File: src/rtl/ram_fifo_ctrl.sv
// ram_fifo_ctrl: first-word-fall-through FIFO sequencer around a simple dual-port RAM with registered read.
// Define RAM_FIFO_ALMOST_FULL_EN to add the registered almost_full output (threshold AF_LEVEL).
module ram_fifo_ctrl #(
  parameter int DATA_WIDTH = 8,
  parameter int ADDR_WIDTH = 4,
  parameter int AF_LEVEL   = 2**ADDR_WIDTH-2
) (
  input  logic                  clk,
  input  logic                  rst,
  input  logic                  wr_valid,
  output logic                  wr_ready,
  input  logic [DATA_WIDTH-1:0] wr_data,
  output logic                  rd_valid,
  input  logic                  rd_ready,
  output logic [DATA_WIDTH-1:0] rd_data,
  output logic [ADDR_WIDTH:0]   count,
`ifdef RAM_FIFO_ALMOST_FULL_EN
  output logic                  almost_full,
`endif
  output logic                  ram_we,
  output logic [ADDR_WIDTH-1:0] ram_write_addr,
  output logic [DATA_WIDTH-1:0] ram_data_in,
  output logic [ADDR_WIDTH-1:0] ram_read_addr,
  input  logic [DATA_WIDTH-1:0] ram_data_out
);
  localparam int CW = ADDR_WIDTH + 1;
  localparam logic [CW-1:0] DEPTH = CW'(2**ADDR_WIDTH);
  logic [ADDR_WIDTH-1:0] wr_ptr_q, wr_ptr_d, rd_ptr_q, rd_ptr_d;
  logic [CW-1:0] count_q, count_d, avail_q, avail_d;
  logic push, pop, push_q;
  assign wr_ready = count_q != DEPTH;
  assign rd_valid = avail_q != '0;
  assign count = count_q;
  assign rd_data = ram_data_out;
  assign ram_we = push;
  assign ram_write_addr = wr_ptr_q;
  assign ram_data_in = wr_data;
  assign ram_read_addr = rd_ptr_q + ADDR_WIDTH'(pop);
  // avail trails count by the previous cycle's push so a word is never read in the cycle it is written
  always_comb begin
    push = wr_valid & wr_ready & ~rst;
    pop = rd_valid & rd_ready & ~rst;
    wr_ptr_d = wr_ptr_q + ADDR_WIDTH'(push);
    rd_ptr_d = rd_ptr_q + ADDR_WIDTH'(pop);
    count_d = count_q + CW'(push) - CW'(pop);
    avail_d = avail_q + CW'(push_q) - CW'(pop);
  end
  always_ff @(posedge clk) begin
    if (rst) begin
      wr_ptr_q <= '0;
      rd_ptr_q <= '0;
      count_q <= '0;
      avail_q <= '0;
      push_q <= 1'b0;
    end else begin
      wr_ptr_q <= wr_ptr_d;
      rd_ptr_q <= rd_ptr_d;
      count_q <= count_d;
      avail_q <= avail_d;
      push_q <= push;
    end
  end
`ifdef RAM_FIFO_ALMOST_FULL_EN
  logic almost_full_q;
  assign almost_full = almost_full_q;
  always_ff @(posedge clk) begin
    almost_full_q <= rst ? 1'b0 : (int'(count_d) >= AF_LEVEL);
  end
`else
  logic unused_af;
  assign unused_af = AF_LEVEL != 0;
`endif
endmodule

File: config.mk
export PLATFORM = sky130hd
export DESIGN_NAME = ram_fifo_ctrl
export DESIGN_NICKNAME = d
export VERILOG_FILES = /design/src/rtl/ram_fifo_ctrl.sv
export SDC_FILE = /design/constraint.sdc
export NUM_CORES = 1
export LEC_CHECK = 0
export CAP_MARGIN = 20
export CELL_PAD_IN_SITES_DETAIL_PLACEMENT = 1
export CELL_PAD_IN_SITES_GLOBAL_PLACEMENT = 1
export CORE_AREA = 2 2 66 80
export CTS_CLUSTER_DIAMETER = 120
export DETAILED_ROUTE_END_ITERATION = 8
export DIE_AREA = 0 0 68 82
export PLACE_DENSITY_LB_ADDON = 0.25
export SYNTH_ARGS = -nofsm -noshare
export SYNTH_HDL_FRONTEND = slang
export SYNTH_SLANG_ARGS = --single-unit
File: constraint.sdc
create_clock -name clk -period 3.6 [get_ports clk]
set_input_delay 0.36 -clock clk [delete_from_list [all_inputs] [get_ports clk]]
set_output_delay 0.36 -clock clk [all_outputs]
set_load 0.03 [all_outputs]
==> results of run 1 <==
final timing paths:
| path | end | startpoint | slack (ns) | depth (start not counted) |
|---|---|---|---|---|
| max | ram_read_addr[2] | avail_q[2] | 0.50 | 8 |
| min | ram_write_addr[3] | ram_write_addr[3] | 0.52 | 2 |
| max reg2reg | avail_q[4] | avail_q[2] | 0.74 | 12 |
| min reg2reg | ram_write_addr[3] | ram_write_addr[3] | 0.52 | 2 |
cell usage in the layout, fill, tap and decap left out:
master	count
o21ai_0	2
and3b_1	3
inv_1	13
a2111o_1	2
nand2b_1	6
a21oi_1	6
clkinv_2	1
dfxtp_1	19
fa_1	2
nand3_1	5
clkbuf_8	3
nand3b_1	1
xor2_1	4
nor2_1	11
or4b_4	1
nor2b_1	10
a31o_2	2
ha_1	16
xnor2_1	4
buf_4	1
clkdlybuf4s50_1	19
report_power, final:
group / internal [mW] / switching, mW
registers: 0.265 / 0.0464
logic: 0.263 / 0.314
clock network: 0.0768 / 0.0709
total: 0.604 / 0.431
routing by layer:
layer	wire (um)	GRT usage
met3	71	0.0219
met5	0	0
met2	1160	0.159
met1	971	0.106
met4	13	0.0340
area by class of cell:
| cell class | count | area [sq um] |
|---|---|---|
| repair buffers | 20 | 198 |
| inverters | 13 | 48.8 |
| flip-flops and latches | 19 | 380 |
| clock buffers | 3 | 41.3 |
| well taps | 60 | 75.1 |
| fillers | 583 | 3480 |
| multi-input cells | 75 | 604 |
| clock inverters | 1 | 5.00 |
worst max-delay path: cells and delay by family, from the launching register on:
kind | cells | cell delay, ns
XOR/XNOR | 1 | 0.16
adder cells (fa/ha/maj) | 3 | 0.54
buffers and inverters | 2 | 0.77
flip-flops | 1 | 0.32
AND/OR/NAND/NOR | 2 | 0.70
cell families (layout without fill, tap and decap cells):
logic type               count (synthesis)  after routing  synth area share
adder cells (fa/ha/maj)                 18             18             0.207
XOR/XNOR                                 8              8            0.0603
flip-flops                              19             19             0.328
AND/OR/NAND/NOR                         37             37             0.184
AO/OA/AOI/OAI                           12             12            0.0690
buffers and inverters                   31             37             0.152
stage by stage:
stage	instances	instance area (sq um)	power, mW
floorplan	125	1160	0.751
global placement	187	1310	0.894
detailed placement	187	1310	0.902
CTS	191	1350	1.06
global route	191	1350	1.14
finish	191	1350	1.04
flip-flops by register name (all words and copies together), names as in the netlist:
signal,cells
rd_ptr_q,4
count,5
avail_q,5
ram_write_addr,4
push_q,1
==> qor.log, run 1 <==
qor: run_status.run_status complete, no violations
qor: logic_synthesis.synth.largest_area_cell dfxtp_1
qor: timing.setup_ws 0.496 ns
qor: cells_and_area.antenna_cells_inserted 0
qor: routing.drt_first_iter_violations 17
qor: power_and_ir_drop.vdd.ir_drop.worst 0.000320 V
qor: cells_and_area.fin_nets 170
qor: clock_network.clk-insertion-delay-late 0.25 ns
qor: logic_synthesis.synth.distinct_cells 19
qor: timing.report.final.setup_viol 0
qor: logic_synthesis.synthesis.area 1160 sq um
qor: floorplan.floorplan.die_area 5580 sq um
qor: routing.wl 2.22 mm
qor: global_routing.antenna_found_initial 0
qor: logic_synthesis.synth_fp_nets 163
qor: clock_network.post_cts_resized 0
qor: floorplan.floorplan.die.width 68 um
qor: logic_synthesis.postSynthRegisterBits 19
qor: power_and_ir_drop.leakagePower 0.576 nW
qor: clock_network.clock_sinks 19
qor: critical_path.worst_ep_arrival_time 2.74 ns
qor: clock_network.number_of_buffers_inserted_for_hold_repair_after_clock_tree_synthesis 0
qor: timing.fin_tns_setup 0 ns
qor: placement.dp_slack 0.672 ns
qor: worst_hold_path.worst_hold_path_type flop to flop
qor: cells_and_area.post-route-util 0.280
qor: global_routing.grt-ovfl-total 0
qor: logic_synthesis.yosys-top-cells-area dfxtp_1 (33%), ha_1 (17%), buf_4 (10%), nor2b_1 (5.4%), inv_1 (4.2%)
qor: clock_network.clock_path_buffers 2
qor: critical_path.cp_slowest_cell clkdlybuf4s50_1
qor: logic_synthesis.async_set_or_reset_register_ratio_after_synthesis 0
qor: clock_network.tritoncts yes
qor: placement.port_buffers 19
qor: critical_path.start_kind flop
qor: timing.period_minus_slack 3.10 ns
qor: floorplan.initial_core_util 0.240
qor: cells_and_area.post_route_cells_drive_above_1_share 0.0611
qor: critical_path.endpoint_kind output pin
qor: timing.final_min_period_over_clock_period 0.862
qor: timing.rsz_0062_raised_after_global_routing no
qor: critical_path.critical_path.max_stage_delay 0.70 ns
qor: clock_network.htree_levels 1
qor: logic_synthesis.synthFlopType dfxtp_1
qor: placement.routabilityCongestion 0.755
qor: power_and_ir_drop.power.density_cell_area 765 nW/um^2
qor: routing.wire_per_inst 11.6 um
qor: flow_run.maxCapViolations 0
qor: global_routing.groute.usage.overall 0.0913
qor: timing.finalClockSkew 0.00240 ns
qor: floorplan.rows 28
qor: logic_synthesis.netlist_instances 125
qor: floorplan.vert_die_dim 82 um
qor: timing.timing.final.hold_violations 0
qor: logic_synthesis.syn_avg_cell_area 9.29 sq um
qor: global_routing.maximum_number_of_pins_on_one_net_before_global_route_repair 19
qor: floorplan.core_area 4830 sq um
qor: routing.dr_vias 802
qor: timing.timing_max_transition_violations_final 0
qor: global_routing.vias_in_the_first_global_route 839
qor: routing.ant_nets 0
qor: logic_synthesis.synth.most_common_cell dfxtp_1
qor: timing.worst_pin_slew 0.316 ns
qor: routing.dr_vias_cell 4.20
qor: routing.drc_errors 0
qor: critical_path.cp_max_fo 3
qor: clock_network.number_of_buffers_inserted_to_repair_setup_after_cts 0
qor: timing.worst_slew_margin_rel 0.788
qor: placement.dp_hpwl 1.84 mm
qor: cells_and_area.flow.area_growth_from_synthesis 16.5%
qor: critical_path.criticalPathCategory flop to output pin
qor: logic_synthesis.netlist_top_cells_count dfxtp_1 (19), buf_4 (16), ha_1 (16)
qor: logic_synthesis.yosysTopAreaCellShare 0.328
qor: critical_path.required_time_worst_endpoint 3.24 ns
qor: global_routing.grt_pass1_wl 3.83 mm
qor: clock_network.tritoncts.num_buffers 3
qor: logic_synthesis.yosysWarnings 0
qor: logic_synthesis.synth-seq-area-share 0.328
qor: timing.fmax 322 MHz
qor: logic_synthesis.synth_enable_flop_cells 0
qor: floorplan.top_level_port_count 52
qor: clock_network.path_clk_slew 0.07 ns
qor: timing.holdWs 0.524 ns
qor: routing.dr.pass1.iters 3
qor: clock_network.cts.root.buffer_cell clkbuf_8
qor: critical_path.crit_path_frequent_cell ha_1
qor: critical_path.crit_chain inv_1, ha_1, or4b_4, and3b_1, ha_1, ha_1, xor2_1, clkdlybuf4s50_1
Power figures use the tool's default switching activity.
==> run 2, diff against run 1 <==
--- a/config.mk
+++ b/config.mk
@@ -5,7 +5,6 @@
 export SDC_FILE = /design/constraint.sdc
 export NUM_CORES = 1
 export LEC_CHECK = 0
-export CAP_MARGIN = 20
 export CELL_PAD_IN_SITES_DETAIL_PLACEMENT = 1
 export CELL_PAD_IN_SITES_GLOBAL_PLACEMENT = 1
 export CORE_AREA = 2 2 66 80
==> results of run 2 <==
Same layout as run 1: the final DEF is identical, and so are final timing and power.
==> run 3, diff against run 2 <==
--- a/config.mk
+++ b/config.mk
@@ -12,6 +12,7 @@
 export DETAILED_ROUTE_END_ITERATION = 8
 export DIE_AREA = 0 0 68 82
 export PLACE_DENSITY_LB_ADDON = 0.25
+export RECOVER_POWER = 50
 export SYNTH_ARGS = -nofsm -noshare
 export SYNTH_HDL_FRONTEND = slang
 export SYNTH_SLANG_ARGS = --single-unit
==> constraint.sdc (replaced) <==
create_clock -name clk -period 3.6 [get_ports clk]
set_input_delay 0.36 -clock clk [delete_from_list [all_inputs] [get_ports clk]]
set_output_delay 0.36 -clock clk [all_outputs]
set_load 0.1 [all_outputs]
==> qor.log, run 3 (synthesis results as in run 1) <==
qor: timing.period_minus_slack 2.88 ns [-0.221 ns]
qor: power_and_ir_drop.p_total 1.27 mW [+22%]
qor: clock_network.clk-insertion-delay-late 0.25 ns [about the same]
qor: timing.timing.final.hold_violations 0 [unchanged]
qor: floorplan.floorplan.die.width 68 um [unchanged]
qor: critical_path.worst-path-buf-inv 3 [+1]
qor: timing.report.final.setup_viol 0 [unchanged]
qor: floorplan.initial_core_util 0.240 [unchanged]
qor: power_and_ir_drop.comb_power_share 0.639 [+0.082]
qor: critical_path.critical-path-top-delay-family adder cells
qor: cells_and_area.antenna_cells_inserted 0 [unchanged]
qor: power_and_ir_drop.switching_power 0.668 mW [+55%]
qor: floorplan.core_area 4830 sq um [unchanged]
qor: routing.wl 2.27 mm [+2.3%]
qor: flow_run.maxCapViolations 0 [unchanged]
qor: placement.dp_hpwl 1.89 mm [+2.6%]
qor: cells_and_area.fin_nets 170 [unchanged]
qor: cells_and_area.final-instance-count-excl-fill 191 [unchanged]
qor: cells_and_area.multi_input_gate_area 606 sq um [+0.21%]
qor: routing.dr_vias 807 [+0.62%]
qor: timing.timing_max_transition_violations_final 0 [unchanged]
qor: routing.drt_first_iter_violations 8 [-9]
qor: placement.port_buffers 19 [unchanged]
qor: floorplan.rows 28 [unchanged]
qor: critical_path.crit_chain inv_1, ha_1, or4b_1, and3b_1, ha_1, inv_1, ha_1, inv_1, fa_1, nand2b_1, a2111o_1, o21ai_0
qor: power_and_ir_drop.seqPwrFrac 0.246 [-0.055]
qor: floorplan.top_level_port_count 52 [unchanged]
qor: routing.dr.pass1.iters 5 [+2]
qor: timing.rsz_0062_raised_after_global_routing no
qor: timing.fin_tns_setup 0 ns [unchanged]
qor: clock_network.clock_sinks 19 [unchanged]
qor: global_routing.antenna_found_initial 0 [unchanged]
qor: cells_and_area.post-route-util 0.284 [+0.00440]
qor: power_and_ir_drop.leakagePower 0.589 nW [+2.3%]
qor: timing.finalClockSkew 0.00232 ns [-0.0000842 ns]
qor: floorplan.floorplan.die_area 5580 sq um [unchanged]
qor: placement.routabilityCongestion 0.738 [-2.3%]
qor: clock_network.cts.root.buffer_cell clkbuf_8
qor: worst_hold_path.worst_hold_path_type flop to flop
qor: routing.ant_nets 0 [unchanged]
qor: cells_and_area.mostFrequentLayoutCells dfxtp_1 (19), ha_1 (16), inv_1 (13)
qor: critical_path.cp_max_fo 3 [unchanged]
qor: critical_path.criticalPathCategory flop to flop
qor: power_and_ir_drop.power.density_cell_area 921 nW/um^2 [+20%]
qor: global_routing.vias_in_the_first_global_route 868 [+3.5%]
qor: power_and_ir_drop.internal-power 0.598 mW [-1.0%]
qor: critical_path.required_time_worst_endpoint 3.77 ns [+0.53 ns]
qor: power_and_ir_drop.pwr-share-clk 0.116 [-0.027]
qor: global_routing.groute.usage.overall 0.0938 [+0.00242]
qor: routing.wire_per_inst 11.9 um [+2.3%]
qor: clock_network.path_clk_slew 0.07 ns [about the same]
qor: timing.worst_pin_slew 1.18 ns [+0.859 ns]
qor: critical_path.worst_ep_arrival_time 3.06 ns [+0.32 ns]
qor: clock_network.post_cts_resized 0 [unchanged]
qor: placement.post-place-cells 187 [unchanged]
qor: global_routing.grt-ovfl-total 0 [unchanged]
qor: global_routing.maximum_number_of_pins_on_one_net_before_global_route_repair 15 [-4]
qor: power_and_ir_drop.p_sw_frac 0.528 [+0.111]
qor: cells_and_area.filler_cell_count 565 [-3.1%]
qor: clock_network.tritoncts.num_buffers 3 [unchanged]
qor: timing.fmax 347 MHz [+7.7%]
qor: routing.drc_errors 0 [unchanged]
qor: clock_network.number_of_buffers_inserted_for_hold_repair_after_clock_tree_synthesis 0 [unchanged]
qor: critical_path.cp_slowest_cell or4b_1
qor: cells_and_area.post_route_cells_drive_above_1_share 0.0840 [+0.0229]
qor: clock_network.number_of_buffers_inserted_to_repair_setup_after_cts 0 [unchanged]
qor: floorplan.vert_die_dim 82 um [unchanged]
qor: cells_and_area.flow.area_growth_from_synthesis 18.3%
qor: power_and_ir_drop.vdd.ir_drop.worst 0.000457 V [+43%]
qor: global_routing.grt_pass1_wl 3.93 mm [+2.5%]
qor: timing.worst_slew_margin_rel 0.220 [-0.569]
qor: critical_path.critical_path.max_stage_delay 0.47 ns [-0.23 ns]
qor: timing.final_min_period_over_clock_period 0.801 [-0.0614]
qor: clock_network.clock_path_buffers 2 [unchanged]
qor: timing.holdWs 0.542 ns [+0.0183 ns]
qor: cells_and_area.seq_area 380 sq um [unchanged]
qor: run_status.run_status complete, no violations
qor: routing.dr_vias_cell 4.23 [+0.62%]
qor: clock_network.tritoncts yes
qor: cells_and_area.final_common_cell dfxtp_1
qor: clock_network.htree_levels 1 [unchanged]
qor: critical_path.endpoint_kind flop
qor: critical_path.start_kind flop
-- run 3: layer usage --
layer / wire length, um / up-vias / GRT usage
li1: - / 399 / -
met1: 999 / 390 / 0.113
met2: 1170 / 16 / 0.157
met3: 87 / 2 / 0.0219
met4: 14 / 0 / 0.0400
met5: 0 / - / 0
-- run 3: area by class of cell --
type	instances	area share
Clock buffer	4	0.0328
Inverter	13	0.0355
Multi-Input combinational cell	75	0.441
Sequential cell	19	0.277
Tap cell	60	0.0546
Timing Repair Buffer	20	0.159
-- run 3: worst paths after layout --
kind / start / end / slack, ns / cells after the start
min: ram_write_addr[3] / ram_write_addr[3] / 0.54 / 2
min reg2reg: ram_write_addr[3] / ram_write_addr[3] / 0.54 / 2
max: avail_q[3] / count[4] / 0.72 / 12
max reg2reg: avail_q[3] / count[4] / 0.72 / 12
-- run 3: worst reg2reg max path: stages (launching register included) --
cell and delay [ns]:
dfxtp_1 0.33, inv_1 0.08, ha_1 0.13, or4b_1 0.47
and3b_1 0.24, ha_1 0.27, inv_1 0.06, ha_1 0.16
inv_1 0.06, fa_1 0.38, nand2b_1 0.18, a2111o_1 0.36
o21ai_0 0.09
-- run 3: power groups by stage --
stage / sequential [mW] / clock (mW) / combinational, mW
2_1_floorplan: 0.478 / 0 / 0.571
3_3_place_gp: 0.317 / 0 / 0.822
3_5_place_dp: 0.319 / 0 / 0.827
4_1_cts: 0.315 / 0.155 / 0.833
5_1_grt: 0.321 / 0.170 / 0.881
6_report: 0.311 / 0.147 / 0.808
-- run 3: metrics by stage --
| step | instance area [sq um] | worst slack [ns] |
|---|---|---|
| 3_5_place_dp | 1340 | 0.585 |
| 3_3_place_gp | 1340 | 0.596 |
| 2_1_floorplan | 1170 | 0.00777 |
| 5_1_grt | 1370 | 0.511 |
| 4_1_cts | 1380 | 0.696 |
| 6_report | 1370 | 0.717 |
